**config.mk**
```make
export PLATFORM = sky130hd
export DESIGN_NAME = eep_arb
export DESIGN_NICKNAME = d
export VERILOG_FILES = /design/src/rtl/cbc_pkg.sv /design/src/rtl/cp_timer.sv /design/src/rtl/eep_arb.sv
export SDC_FILE = /design/constraint.sdc
export NUM_CORES = 1
export LEC_CHECK = 0
export BUFFER_PORTS_ARGS = -buffer_cell sky130_fd_sc_hd__buf_4
export CORE_UTILIZATION = 49
export CTS_CLUSTER_DIAMETER = 120
export CTS_CLUSTER_SIZE = 25
export DETAILED_ROUTE_END_ITERATION = 7
export HOLD_SLACK_MARGIN = 0.02
export PLACE_DENSITY = 0.76
export SETUP_SLACK_MARGIN = 0.5
export SLEW_MARGIN = 5
export SYNTH_ARGS = -nofsm -noshare
export SYNTH_HDL_FRONTEND = slang
export SYNTH_SLANG_ARGS = --single-unit
```
**constraint.sdc**
```tcl
create_clock -name clk -period 2.79 [get_ports clk]
set_clock_uncertainty 0.15 [all_clocks]
set_input_delay 0.279 -clock clk [delete_from_list [all_inputs] [get_ports clk]]
set_output_delay 0.279 -clock clk [all_outputs]
set_load 0.005 [all_outputs]
```
**src/rtl/cbc_pkg.sv**
```systemverilog
// Shared constants for the cbc_dig coefficient path: arbiter states,
// coefficient indices and the default charge-pump timing.
package cbc_pkg;

   typedef enum logic [2:0] {
      ST_IDLE     = 3'd0,
      ST_BOOT_RD  = 3'd1,
      ST_BOOT_CAP = 3'd2,
      ST_RD       = 3'd3,
      ST_CAP      = 3'd4,
      ST_WR       = 3'd5,
      ST_WR_END   = 3'd6
   } arb_state_e;

   localparam logic [1:0] COEF_XSET = 2'd0;
   localparam logic [1:0] COEF_P    = 2'd1;
   localparam logic [1:0] COEF_I    = 2'd2;
   localparam logic [1:0] COEF_D    = 2'd3;

   localparam int CP_CYCLES_DEF = 1500000;
   localparam int CP_W_DEF      = 21;

   // States in which the EEPROM chip select is driven active.
   function automatic logic is_eep_active(arb_state_e s);
      return (s == ST_BOOT_RD) || (s == ST_RD) || (s == ST_WR);
   endfunction

endpackage

```
**src/rtl/cp_timer.sv**
```systemverilog
// Charge-pump on-time counter: loads on start, counts down, and flags
// expiry for one cycle once CP_CYCLES cycles have elapsed since start.
module cp_timer #(
   parameter int CP_CYCLES = 1500000,
   parameter int CP_W      = 21
) (
   input  logic clk,
   input  logic rst,
   input  logic start,
   input  logic clr,
   output logic expired
);

   localparam logic [CP_W-1:0] LOAD_VAL = CP_W'(CP_CYCLES - 1);

   logic [CP_W-1:0] cnt_q;
   logic            run_q;

   assign expired = run_q && (cnt_q == '0);

   // start wins over clr so a write can begin in the cycle the pump is idle.
   always_ff @(posedge clk or posedge rst) begin
      if (rst) begin
         cnt_q <= '0;
         run_q <= 1'b0;
      end else if (start) begin
         cnt_q <= LOAD_VAL;
         run_q <= 1'b1;
      end else if (clr || expired) begin
         cnt_q <= '0;
         run_q <= 1'b0;
      end else if (run_q) begin
         cnt_q <= cnt_q - 1'b1;
      end
   end

endmodule

```
**src/rtl/eep_arb.sv**
```systemverilog
// Coefficient EEPROM sequencer: boot-loads the four coefficients, then
// arbitrates PID reads and command reads/writes round-robin.
module eep_arb
   import cbc_pkg::*;
#(
   parameter int CP_CYCLES = CP_CYCLES_DEF,
   parameter int CP_W      = CP_W_DEF
) (
   input  logic        clk,
   input  logic        rst,
   input  logic        pid_req,
   input  logic [1:0]  pid_addr,
   output logic        pid_gnt,
   output logic        pid_vld,
   input  logic        cmd_req,
   input  logic        cmd_wr,
   input  logic [1:0]  cmd_addr,
   input  logic [13:0] cmd_wdata,
   output logic        cmd_gnt,
   output logic        cmd_done,
   output logic [13:0] rd_data,
   output logic        coef_ld,
   output logic [1:0]  coef_idx,
   output logic [13:0] coef_data,
   output logic        boot_done,
   output logic [1:0]  eep_addr,
   output logic [13:0] eep_wdata,
   input  logic [13:0] eep_rd_data,
   output logic        eep_cs_n,
   output logic        eep_r_w_n,
   output logic        chrg_pmp_en,
   output logic [2:0]  dbg_state
);

   arb_state_e  state_q, state_d;
   logic        boot_done_q, boot_done_d;
   logic [1:0]  boot_idx_q;
   logic        ptr_q;
   logic        req_src_q;
   logic        req_wr_q;
   logic [1:0]  req_addr_q;
   logic [13:0] req_wdata_q;
   logic        pid_gnt_q, cmd_gnt_q, pid_vld_q, cmd_done_q;
   logic [13:0] rd_data_q;
   logic        coef_ld_q;
   logic [1:0]  coef_idx_q;
   logic [13:0] coef_data_q;
   logic [1:0]  eep_addr_q;
   logic [13:0] eep_wdata_q;
   logic        eep_cs_n_q, eep_r_w_n_q, chrg_q;
   logic        grant_ok, pid_win, cmd_win, rd_done;
   logic        cp_start, cp_clr, cp_expired;

   always_comb begin
      state_d = state_q;
      case (state_q)
         ST_IDLE: begin
            if (!boot_done_q)                state_d = ST_BOOT_RD;
            else if (pid_gnt_q || cmd_gnt_q) state_d = req_wr_q ? ST_WR : ST_RD;
         end
         ST_BOOT_RD:  state_d = ST_BOOT_CAP;
         ST_BOOT_CAP: state_d = ST_IDLE;
         ST_RD:       state_d = ST_CAP;
         ST_CAP:      state_d = ST_IDLE;
         ST_WR:       if (cp_expired) state_d = ST_WR_END;
         ST_WR_END:   state_d = ST_IDLE;
         default:     state_d = ST_IDLE;
      endcase
   end

   // Grants are registered on the edge that lands in IDLE, so a held request
   // is accepted in the first IDLE cycle after boot or after a transaction.
   assign boot_done_d = boot_done_q || ((state_q == ST_BOOT_CAP) && (boot_idx_q == COEF_D));
   assign grant_ok    = (state_d == ST_IDLE) && boot_done_d;
   assign pid_win     = grant_ok && pid_req && (!cmd_req || !ptr_q);
   assign cmd_win     = grant_ok && cmd_req && (!pid_req || ptr_q);
   assign rd_done     = (state_q == ST_CAP);

   assign cp_start = (state_q == ST_IDLE) && (state_d == ST_WR);
   assign cp_clr   = (state_q != ST_WR);

   cp_timer #(
      .CP_CYCLES (CP_CYCLES),
      .CP_W      (CP_W)
   ) u_cp_timer (
      .clk     (clk),
      .rst     (rst),
      .start   (cp_start),
      .clr     (cp_clr),
      .expired (cp_expired)
   );

   always_ff @(posedge clk or posedge rst) begin
      if (rst) begin
         state_q     <= ST_IDLE;
         boot_done_q <= 1'b0;
         boot_idx_q  <= COEF_XSET;
         ptr_q       <= 1'b0;
         req_src_q   <= 1'b0;
         req_wr_q    <= 1'b0;
         req_addr_q  <= 2'd0;
         req_wdata_q <= 14'd0;
         pid_gnt_q   <= 1'b0;
         cmd_gnt_q   <= 1'b0;
         pid_vld_q   <= 1'b0;
         cmd_done_q  <= 1'b0;
         rd_data_q   <= 14'd0;
         coef_ld_q   <= 1'b0;
         coef_idx_q  <= 2'd0;
         coef_data_q <= 14'd0;
         eep_addr_q  <= 2'd0;
         eep_wdata_q <= 14'd0;
         eep_cs_n_q  <= 1'b1;
         eep_r_w_n_q <= 1'b1;
         chrg_q      <= 1'b0;
      end else begin
         state_q     <= state_d;
         boot_done_q <= boot_done_d;
         pid_gnt_q   <= pid_win;
         cmd_gnt_q   <= cmd_win;
         if (pid_win || cmd_win) begin
            req_src_q   <= cmd_win;
            req_wr_q    <= cmd_win && cmd_wr;
            req_addr_q  <= cmd_win ? cmd_addr : pid_addr;
            req_wdata_q <= cmd_wdata;
         end
         if (pid_req && cmd_req && (pid_win || cmd_win)) ptr_q <= ~ptr_q;
         if (state_q == ST_BOOT_CAP) boot_idx_q <= boot_idx_q + 2'd1;

         // Pin drivers decode the next state so they change cleanly with it.
         eep_cs_n_q  <= !is_eep_active(state_d);
         eep_r_w_n_q <= (state_d != ST_WR);
         chrg_q      <= (state_d == ST_WR);
         if (state_d == ST_BOOT_RD)                          eep_addr_q <= boot_idx_q;
         else if ((state_d == ST_RD) || (state_d == ST_WR)) eep_addr_q <= req_addr_q;
         if (state_d == ST_WR) eep_wdata_q <= req_wdata_q;

         pid_vld_q  <= rd_done && !req_src_q;
         cmd_done_q <= (rd_done && req_src_q) || (state_d == ST_WR_END);
         if (rd_done) rd_data_q <= eep_rd_data;

         coef_ld_q <= (state_q == ST_BOOT_CAP) || (state_d == ST_WR_END);
         if (state_q == ST_BOOT_CAP) begin
            coef_idx_q  <= boot_idx_q;
            coef_data_q <= eep_rd_data;
         end else if (state_d == ST_WR_END) begin
            coef_idx_q  <= req_addr_q;
            coef_data_q <= req_wdata_q;
         end
      end
   end

   assign pid_gnt     = pid_gnt_q;
   assign pid_vld     = pid_vld_q;
   assign cmd_gnt     = cmd_gnt_q;
   assign cmd_done    = cmd_done_q;
   assign rd_data     = rd_data_q;
   assign coef_ld     = coef_ld_q;
   assign coef_idx    = coef_idx_q;
   assign coef_data   = coef_data_q;
   assign boot_done   = boot_done_q;
   assign eep_addr    = eep_addr_q;
   assign eep_wdata   = eep_wdata_q;
   assign eep_cs_n    = eep_cs_n_q;
   assign eep_r_w_n   = eep_r_w_n_q;
   assign chrg_pmp_en = chrg_q;
   assign dbg_state   = state_q;

endmodule

```
==> results.json, run 1 <==
{
  "synth_edf_count": 0,
  "crit_type": "flop to flop",
  "remaining_drc_errors": 1,
  "fin_crit_ns": 2.23,
  "violations": "DRC",
  "area_growth_pct": 33.2,
  "insertion_delay_ns": 0.37,
  "track_usage_pct": 24.6,
  "postSynth.asyncResetShare_pct": 100,
  "dr.pass1.iters": 6,
  "yosysSeqAreaShare_pct": 55.5,
  "clockBufferDepth": 2,
  "synth_compound_area_share_pct": 11.8,
  "met2_usage_pct": 43.9,
  "nets": 572,
  "vias_per_cell": 5.64,
  "netlist_area_sq_mm": 0.00456,
  "vdd_drop_max_mv": 0.758,
  "min_from": "pid_req",
  "multi_input_area_sq_mm": 0.00194,
  "coreArea_sq_mm": 0.00885,
  "gr-usage-met3_pct": 4.47,
  "drv_slew": 0,
  "tightest_slew_ns": 0.570,
  "r2r_start": "u_cp_timer.cnt_q[5]$_DFFE_PP0P_",
  "dieArea_sq_mm": 0.00969,
  "gp_congestion": 0.812,
  "clockRootBuffer": "clkbuf_8",
  "maxCapViolCount": 0,
  "worstSetupEndpointType": "flop",
  "grt_use_met1_pct": 30.0,
  "num_io_pins": 95,
  "die_w_um": 98.4,
  "first_global_vias": 3795,
  "first_iter_violations": 161,
  "hold_viol": 0,
  "hold_path.class": "input pin to flop",
  "grt_start_max_net_pins": 47,
  "pre_cts_ws_ns": 0.543,
  "synth.avg_cell_area_sq_um": 11.5,
  "row_count": 34,
  "die_y_um": 98.4,
  "syn-num-nets": 437,
  "seq_area_sq_mm": 0.00253,
  "nFillCells": 635,
  "synth_flop_cell": "dfrtp_1",
  "tns_ns": 0,
  "vias": 3635,
  "antenna_found_initial": 0,
  "fin_util_pct": 68.6,
  "insertedDiodeCount": 0,
  "wl_um": 11700,
  "synth_top_family_by_area": "simple AND/OR/NAND/NOR gates",
  "synth_fa_ha_area_share_pct": 0.824,
  "crit_arrival_ns": 2.35,
  "fin_crit_sh_pct": 79.8,
  "synthSimpleGateAreaFrac_pct": 15.4,
  "setup_viol": 0,
  "synthMuxAreaShare_pct": 12.0,
  "syn_inst": 397,
  "status": "complete, but fails checks",
  "start_util_pct": 51.5,
  "crit_start": "u_cp_timer.cnt_q[5]$_DFFE_PP0P_",
  "relSlewSlack_pct": 61.6,
  "h-tree-depth": 3,
  "grt_remaining_overflow": 0,
  "cts_buffers": 9,
  "synth_cell_type_count": 57,
  "ys_ff_latch": 101,
  "critPathMaxFanout": 9,
  "dp_hpwl_um": 7370,
  "drive_gt1_share_pct": 33.9,
  "cp-start-kind": "flop",
  "busiest_layer": "met2",
  "clock-sinks": 101,
  "power_density_mw_per_mm2": 1170,
  "clk_pin_slew_ns": 0.11,
  "cp.required_ns": 2.92,
  "rsz0062_at_grt": "yes",
  "avgRoutedWirePerCell_um": 18.1,
  "p_leak_nw": 2.85,
  "max_freq_ghz": 0.449,
  "setup_ws_ns": 0.563,
  "grt_pass1_wl_um": 18700,
  "cts_tree": "yes",
  "ant_nets": 0,
  "synth_xor_area_share_pct": 1.73,
  "yosysWarnings": 0,
  "port_buffers": 94
}
## critical path, cell delays in order (launching register included)
cell     delay, ns
dfrtp_2       0.46
nor4_4        0.42
nand3_1       0.34
nor4_1        0.43
a31oi_1       0.13
o22a_1        0.20
## repair_timing
action                                 in CTS  in global routing
buffers inserted                            0                  3
endpoints found under the hold margin      47                  0
resized for setup                           0                 10
hold buffers                               34                  0
setup endpoints to repair                   0                 43
## final timing paths
path,cells past startpoint,end,slack [ns]
max,5,u_cp_timer.cnt_q[18]$_DFFE_PP0P_,0.56
min,2,pid_gnt$_DFF_PP0_,0.1
max reg2reg,5,u_cp_timer.cnt_q[18]$_DFFE_PP0P_,0.56
min reg2reg,1,ptr_q$_DFFE_PP0P_,0.35
max in group asynchronous,4,u_cp_timer.cnt_q[3]$_DFFE_PP0P_,1.37
min in group asynchronous,3,eep_addr[1]$_DFFE_PP0P_,0.30
## cells in the final DEF, fill, tap and decap left out, types with 4 or more instances in the layout
cell type,count
nand3_1,6
a21oi_1,26
a31oi_1,16
nor2_1,38
mux2_1,14
nand2_1,42
xnor2_1,5
o22a_1,7
clkbuf_8,9
nand2b_1,4
buf_4,104
nor3_1,5
mux2_4,8
mux2_2,24
dfrtp_1,97
nor4_1,4
xor2_1,4
o21ai_0,11
or3_1,5
nor3_2,4
dlygate4sd3_1,34
inv_1,9
## cell families after synthesis
| group | count (synthesis) |
|---|---|
| AO/OA/AOI/OAI | 80 |
| buffers and inverters | 28 |
| multiplexers | 46 |
| flip-flops | 101 |
| AND/OR/NAND/NOR | 130 |
| XOR/XNOR | 9 |
| adder cells (fa/ha/maj) | 3 |
## through the flow
step	hold slack (ns)	instance area (sq um)	instances	total power, mW
2_1_floorplan	0.262	4560	397	4.58
3_3_place_gp	0.150	5410	592	5.62
3_5_place_dp	0.157	5410	592	5.78
4_1_cts	0.0967	5990	642	6.92
5_1_grt	0.104	6070	645	7.52
6_report	0.0951	6070	645	7.09
## routing by layer
layer	routed length (um)	part of all wire (%)	vias up
met5	0	0	-
met4	185	1.6	0
met3	618	5.3	16
met2	5970	51	108
met1	4880	42	1828
li1	-	-	1683
## state kept, by name (all words and copies together), names as in the netlist
name and flops:
cmd_done 1, pid_gnt 1, cmd_gnt 1, eep_r_w_n 1
rd_data 14, eep_cs_n 1, ptr_q 1, req_src_q 1
req_addr_q 2, chrg_pmp_en 1, coef_ld 1, coef_data 14
coef_idx 2, u_cp_timer.run_q 1, u_cp_timer.cnt_q 21, eep_wdata 14
dbg_state 3, pid_vld 1, eep_addr 2, boot_idx_q 2
boot_done 1, req_wr_q 1, req_wdata_q 14
## synth_stat cells (6+ instances only)
| cell type | count | share of area, % |
|---|---|---|
| mux2_2 | 24 | 5.9 |
| o21ai_0 | 11 | 1.2 |
| clkbuf_1 | 9 | 0.74 |
| inv_1 | 10 | 0.82 |
| nor2_1 | 38 | 3.1 |
| nand2_1 | 42 | 3.5 |
| nand3_1 | 6 | 0.66 |
| o22a_1 | 7 | 1.3 |
| a31oi_1 | 16 | 2.2 |
| mux2_4 | 8 | 2.6 |
| a21oi_1 | 26 | 2.9 |
| mux2_1 | 14 | 3.5 |
| dfrtp_1 | 99 | 54 |
| nor3_1 | 8 | 0.88 |
## report_power, final
group | internal, mW | switching (mW) | leakage [nW]
registers | 2.10 | 0.534 | 1.24
clock network | 0.530 | 0.571 | 0.121
logic | 1.75 | 1.60 | 1.49
## area by class of cell
| type | instances | share of cell area (%) |
|---|---|---|
| Inverter | 11 | 0.742 |
| Clock buffer | 9 | 2.04 |
| Timing Repair Buffer | 141 | 19.3 |
| Tap cell | 108 | 2.23 |
| Sequential cell | 101 | 41.7 |
| Multi-Input combinational cell | 268 | 32.0 |
| Clock inverter | 7 | 1.92 |
No activity file was read; power rests on OpenSTA's default activity.
==> run 2: changes to the inputs <==
--- a/config.mk
+++ b/config.mk
@@ -5,13 +5,14 @@
 export SDC_FILE = /design/constraint.sdc
 export NUM_CORES = 1
 export LEC_CHECK = 0
+export ABC_AREA = 1
 export BUFFER_PORTS_ARGS = -buffer_cell sky130_fd_sc_hd__buf_4
-export CORE_UTILIZATION = 49
+export CORE_UTILIZATION = 50
 export CTS_CLUSTER_DIAMETER = 120
 export CTS_CLUSTER_SIZE = 25
 export DETAILED_ROUTE_END_ITERATION = 7
 export HOLD_SLACK_MARGIN = 0.02
-export PLACE_DENSITY = 0.76
+export PLACE_DENSITY = 0.77
 export SETUP_SLACK_MARGIN = 0.5
 export SLEW_MARGIN = 5
 export SYNTH_ARGS = -nofsm -noshare
==> constraint.sdc (replaced) <==
create_clock -name clk -period 1.9 [get_ports clk]
set_clock_uncertainty 0.15 [all_clocks]
set_input_delay 0.19 -clock clk [delete_from_list [all_inputs] [get_ports clk]]
set_output_delay 0.19 -clock clk [all_outputs]
set_load 0.005 [all_outputs]
==> results.json, run 2 <==
{
  "dp_hpwl_um": 8750,
  "ant_nets": 0,
  "first_iter_violations": 452,
  "maxCapViolCount": 0,
  "dieArea_sq_mm": 0.00981,
  "yosysSeqAreaShare_pct": 53.7,
  "p_leak_nw": 3.88,
  "wl_um": 19800,
  "fin_area_sq_mm": 0.00810,
  "relSlewSlack_pct": 59.5,
  "yosysWarnings": 0,
  "crit_type": "flop to flop",
  "clock-sinks": 101,
  "setup_ws_ns": -0.364,
  "cts_tree": "yes",
  "postSynth.asyncResetShare_pct": 100,
  "crit_buf_inv": 2,
  "track_usage_pct": 35.2,
  "fin_hold_ws_ns": 0.0180,
  "crit_arrival_ns": 2.42,
  "reg2reg_slack_ns": -0.36,
  "hold_viol": 0,
  "area_growth_pct": 72.0,
  "nFillCells": 362,
  "netlist.area_leader.share_pct": 52.6,
  "insertedDiodeCount": 0,
  "synth.area.top_cells": "dfrtp_1 (53%), nand2_1 (12%), nor2_1 (4.8%)",
  "synth_edf_count": 0,
  "critPathMaxFanout": 8,
  "max_freq_ghz": 0.442,
  "start_util_pct": 51.2,
  "largest_register": "u_cp_timer.cnt_q",
  "die_y_um": 99.0,
  "synth_flop_cell": "dfrtp_1",
  "clk_pin_slew_ns": 0.13,
  "status": "complete, but fails checks",
  "rsz0062_at_grt": "yes",
  "antenna_found_initial": 0,
  "fin_crit_sh_pct": 119,
  "num_io_pins": 95,
  "vdd_drop_max_mv": 1.22,
  "netlist_top_cells_count": "nand2_1 (155), dfrtp_1 (99), nor2_1 (60)",
  "pre_cts_ws_ns": -0.110,
  "fin_crit_ns": 2.26,
  "nets": 810,
  "tightest_slew_ns": 0.606,
  "grt_remaining_overflow": 0,
  "multi_input_area_sq_mm": 0.00277,
  "drive_gt1_share_pct": 52.8,
  "setup_viol": 76,
  "syn_inst": 538,
  "yosysMostFrequentCell": "nand2_1",
  "port_buffers": 94,
  "row_count": 35,
  "synth.avg_cell_area_sq_um": 8.75,
  "seq_area_sq_mm": 0.00253,
  "syn-num-nets": 578,
  "layout_commonest_cell": "buf_4",
  "remaining_drc_errors": 0,
  "gp_congestion": 0.883,
  "die_w_um": 99.0,
  "avgRoutedWirePerCell_um": 22.4,
  "coreArea_sq_mm": 0.00920,
  "cp_slowest_cell": "dfrtp_1",
  "critical-path-max-stage-delay_ns": 0.44,
  "clockRootBuffer": "clkbuf_8",
  "insertion_delay_ns": 0.39,
  "yosysTopAreaCell": "dfrtp_1",
  "clockBufferDepth": 2,
  "drv_slew": 0,
  "violations": "setup timing",
  "cp_cell_sequence": "nor2_1 -> nand2_1 -> nor2_2 -> nand3_2 -> nand2_4 -> buf_6 -> or2_4 -> buf_12 -> nor2_4 -> a31oi_1",
  "cp_top_family": "simple AND/OR/NAND/NOR gates",
  "power_density_mw_per_mm2": 2010,
  "ys_ff_latch": 101,
  "final_cell_mix": "buf_4 (142), nand2_1 (113), dfrtp_1 (96), buf_6 (44), dlygate4sd3_1 (36)",
  "cp.required_ns": 2.05,
  "grt_start_max_net_pins": 39,
  "netlist_area_sq_mm": 0.00471,
  "grt_pass1_wl_um": 26300,
  "dpl-instance-area_sq_mm": 0.00610,
  "worstSetupEndpointType": "flop",
  "vias": 5321,
  "largest_reg_flops": 21,
  "synth_cell_type_count": 31,
  "dr.pass1.iters": 6,
  "hold_path.class": "input pin to flop",
  "first_global_vias": 5102,
  "vias_per_cell": 6.01,
  "cp-start-kind": "flop",
  "cts_buffers": 9,
  "h-tree-depth": 3
}
[run 2: cell count changes after synthesis, sizes merged, moves of 6 or more]
cell   before  now
nand2      43  162
nand3       6   42
mux2       46   14
inv        11   41
nor2       38   67
a21oi      27    7
o21ai      12   26
nand4       2   10
nor4        7    0
o22a        7    0
a31oi      16   22
xor2        4   10
[run 2: logic make-up (layout without fill, tap and decap cells)]
kind of cell	after synthesis	in the layout	synth area share, %
simple gates	290	292	27.7
fa+ha+maj	3	3	0.797
mux	14	14	3.35
flops	101	101	53.7
compound gates	57	57	6.78
xor+xnor	10	10	1.86
buf+inv	63	298	5.82
[run 2: layout make-up]
cell class	count	area share, %
repair inverters	1	0.139
repair buffers	239	28.1
well taps	111	1.72
inverters	42	2.24
multi-input cells	376	34.2
clock buffers	9	1.53
clock inverters	7	0.757
flip-flops and latches	101	31.3
[run 2: through the flow]
| step | TNS (ns) | instances | power (mW) | util (%) |
|---|---|---|---|---|
| 5_1_grt | -36.74 | 886 | 17.0 | 88.1 |
| 3_5_place_dp | -1.37 | 793 | 10.3 | 66.4 |
| 6_report | -17.82 | 886 | 16.3 | 88.1 |
| 4_1_cts | -0.0673 | 868 | 13.5 | 81.1 |
| 3_3_place_gp | -0.330 | 793 | 10.1 | 66.4 |
| 2_1_floorplan | -0.601 | 538 | 7.60 | - |
[run 2: worst register-to-register path, cell delays in order, from the launching register on]
cell     delay (ns)
dfrtp_1        0.44
nor2_1         0.20
nand2_1        0.17
nor2_2         0.18
nand3_2        0.12
nand2_4        0.14
buf_6          0.15
or2_4          0.20
buf_12         0.18
nor2_4         0.04
a31oi_1        0.21
[run 2: power by group]
| group | internal [mW] | switching, mW |
|---|---|---|
| Clock | 0.509 | 0.902 |
| Combinational | 5.04 | 5.83 |
| Sequential | 3.07 | 0.938 |
[run 2: final timing paths]
kind                                                     to  cells past startpoint                              from
min in group asynchronous           rd_data[13]$_DFFE_PP0N_                      3                               rst
min reg2reg                        eep_wdata[1]$_DFFE_PP0N_                      2          eep_wdata[1]$_DFFE_PP0N_
max in group asynchronous               eep_r_w_n$_DFF_PP1_                      4                               rst
max reg2reg                u_cp_timer.cnt_q[20]$_DFFE_PP0P_                     10  u_cp_timer.cnt_q[19]$_DFFE_PP0P_
min                               req_addr_q[1]$_DFFE_PP0P_                      5                       pid_addr[1]
max                        u_cp_timer.cnt_q[20]$_DFFE_PP0P_                     10  u_cp_timer.cnt_q[19]$_DFFE_PP0P_
[run 2: timing repair]
action,in CTS,in global routing
gates resized for setup,154,107
hold buffers,35,1
buffers inserted,17,16
hold endpoints to repair,67,1
pin swaps,19,24
cloned,7,1
setup endpoints to repair,101,104
[run 2: per-layer routing]
layer / track usage [%] / part of all wire (%)
met5: 0 / 0
met3: 6.24 / 8.4
met2: 60.1 / 50
met4: 16.2 / 6.2
met1: 43.6 / 35
==> run 3: changes to the inputs <==
--- a/config.mk
+++ b/config.mk
@@ -6,7 +6,7 @@
 export NUM_CORES = 1
 export LEC_CHECK = 0
 export ABC_AREA = 1
-export BUFFER_PORTS_ARGS = -buffer_cell sky130_fd_sc_hd__buf_4
+export BUFFER_PORTS_ARGS = -buffer_cell sky130_fd_sc_hd__buf_2
 export CORE_UTILIZATION = 50
 export CTS_CLUSTER_DIAMETER = 120
 export CTS_CLUSTER_SIZE = 25
==> constraint.sdc (replaced) <==
create_clock -name clk -period 1.9 [get_ports clk]
set_clock_uncertainty 0.15 [all_clocks]
set_input_delay 0.19 -clock clk [delete_from_list [all_inputs] [get_ports clk]]
set_output_delay 0.19 -clock clk [all_outputs]
set_load 0.1 [all_outputs]
==> results.json, run 3 (same netlist as run 2, synthesis figures left out) <==
{
  "status": "complete, but fails checks",
  "violations": "setup timing",
  "avgRoutedWirePerCell_um": 22.9,
  "grt_pass1_wl_um": 25400,
  "met2_usage_pct": 58.1,
  "tns_ns": -13.47,
  "nets": 804,
  "ant_nets": 0,
  "antenna_found_initial": 0,
  "cp_cell_sequence": "nor2_1 -> nand2_1 -> nor2_2 -> nand4_1 -> buf_6 -> nand2_8 -> bufbuf_16 -> nor2_1 -> a31oi_1",
  "h-tree-depth": 3,
  "grt_start_max_net_pins": 41,
  "insertedDiodeCount": 0,
  "first_global_vias": 5060,
  "relSlewSlack_pct": 59.2,
  "num_io_pins": 95,
  "r2r_start": "u_cp_timer.cnt_q[6]$_DFFE_PP0P_",
  "reg2reg_slack_ns": -0.45,
  "maxCapViolCount": 0,
  "fin_crit_ns": 2.35,
  "die_w_um": 99.0,
  "vias": 5370,
  "start_util_pct": 51.2,
  "largest_register": "u_cp_timer.cnt_q",
  "clockRootBuffer": "clkbuf_8",
  "worstSetupEndpointType": "flop",
  "first_iter_violations": 455,
  "track_usage_pct": 33.3,
  "critPathMaxFanout": 7,
  "die_y_um": 99.0,
  "critical-path-max-stage-delay_ns": 0.44,
  "grt_remaining_overflow": 0,
  "drive_gt1_share_pct": 47.6,
  "dp_hpwl_um": 8670,
  "crit_top_cell": "nor2_1",
  "nFillCells": 431,
  "crit_start": "u_cp_timer.cnt_q[6]$_DFFE_PP0P_",
  "worstRegToRegCells": 9,
  "cts_tree": "yes",
  "coreArea_sq_mm": 0.00920,
  "tightest_slew_ns": 0.611,
  "crit_type": "flop to flop",
  "worstSetupEndpoint": "coef_data[13]$_DFFE_PP0P_",
  "cp.required_ns": 2.02,
  "cp-start-kind": "flop",
  "fin_crit_sh_pct": 124,
  "pre_cts_ws_ns": -0.0933,
  "final_cell_mix": "nand2_1 (130), dfrtp_1 (92), buf_6 (70), buf_4 (67), buf_2 (36)",
  "crit_arrival_ns": 2.47,
  "grt_use_met1_pct": 40.3,
  "seq_area_sq_mm": 0.00254,
  "max_freq_ghz": 0.426,
  "cp_slowest_cell": "dfrtp_1",
  "insertion_delay_ns": 0.38,
  "busiest_layer": "met2",
  "vias_per_cell": 6.10,
  "fin_util_pct": 85.1,
  "clockBufferDepth": 2,
  "setup_viol": 73,
  "area_growth_pct": 66.3,
  "clk_pin_slew_ns": 0.11,
  "setup_ws_ns": -0.448,
  "multi_input_area_sq_mm": 0.00241,
  "largest_reg_flops": 21,
  "drv_slew": 0,
  "dieArea_sq_mm": 0.00981,
  "remaining_drc_errors": 0,
  "rsz0062_at_grt": "yes",
  "port_buffers": 94,
  "dr.pass1.iters": 6,
  "cts_buffers": 9,
  "worstReg2RegEnd": "coef_data[13]$_DFFE_PP0P_",
  "hold_viol": 0,
  "layout_commonest_cell": "nand2_1",
  "gp_congestion": 0.880,
  "fin_hold_ws_ns": 0.00806,
  "wl_um": 20200,
  "hold_path.class": "input pin to flop",
  "row_count": 35,
  "clock-sinks": 101,
  "gr-usage-met3_pct": 6.17
}
==> run 3: cell count changes in the layout (fill, tap and decap cells not counted), moves of 5 or more <==
cell / delta
a31oi_4: -8
a31oi_1: +11
nor2_4: -15
mux2_4: +5
buf_2: +36
mux2_2: -5
buf_8: +6
nand2_2: -14
buf_4: -75
buf_12: +5
nand2_1: +17
buf_6: +26
nor2_1: +12
==> run 3: what timing repair did <==
| action | 4_1_cts | 5_1_grt |
|---|---|---|
| setup buffers | 21 | 18 |
| gates resized for setup | 186 | 127 |
| pin swaps | 14 | 28 |
| gates cloned | 8 | 0 |
| hold endpoints to repair | 68 | 0 |
| hold buffers | 35 | 0 |
| setup endpoints to repair | 155 | 145 |
==> run 3: critical path: cells and delay by family, from the launching register on <==
kind | cells | cell delay, ns
compound gates | 1 | 0.26
flops | 1 | 0.44
buf+inv | 2 | 0.46
simple gates | 6 | 0.91
==> run 3: worst min path at each step <==
stage | start | to | cells after the start
2_1_floorplan | cmd_wdata[0] | req_wdata_q[0]$_DFFE_PP0P_ | 2
3_3_place_gp | rst | u_cp_timer.cnt_q[10]$_DFFE_PP0P_ | 2
3_5_place_dp | rst | u_cp_timer.cnt_q[10]$_DFFE_PP0P_ | 2
4_1_cts | cmd_req | req_addr_q[1]$_DFFE_PP0P_ | 4
5_1_grt | cmd_req | req_addr_q[1]$_DFFE_PP0P_ | 4
6_report | cmd_req | req_addr_q[1]$_DFFE_PP0P_ | 4
==> run 3: final cells by class <==
cell class / instances / area share [%]
clock buffers: 9 / 1.58
clock inverters: 7 / 0.895
inverters: 42 / 2.19
multi-input cells: 374 / 30.8
flip-flops and latches: 101 / 32.4
well taps: 111 / 1.77
repair buffers: 236 / 30.3
==> run 3: metrics by stage <==
step	cells	area, sq um
2_1_floorplan	538	4790
3_3_place_gp	782	5760
3_5_place_dp	782	5760
4_1_cts	862	7230
5_1_grt	880	7830
6_report	880	7830
==> run 3: per-layer routing <==
layer	wire, um	vias up
met1	6830	2519
met3	1810	171
met2	9770	470
met5	0	-
li1	-	2210
met4	1750	0
Power of run 3 is left out: the tool's default activity adds up to more than one toggle a clock period on the data nets, which glitch-free logic cannot reach.
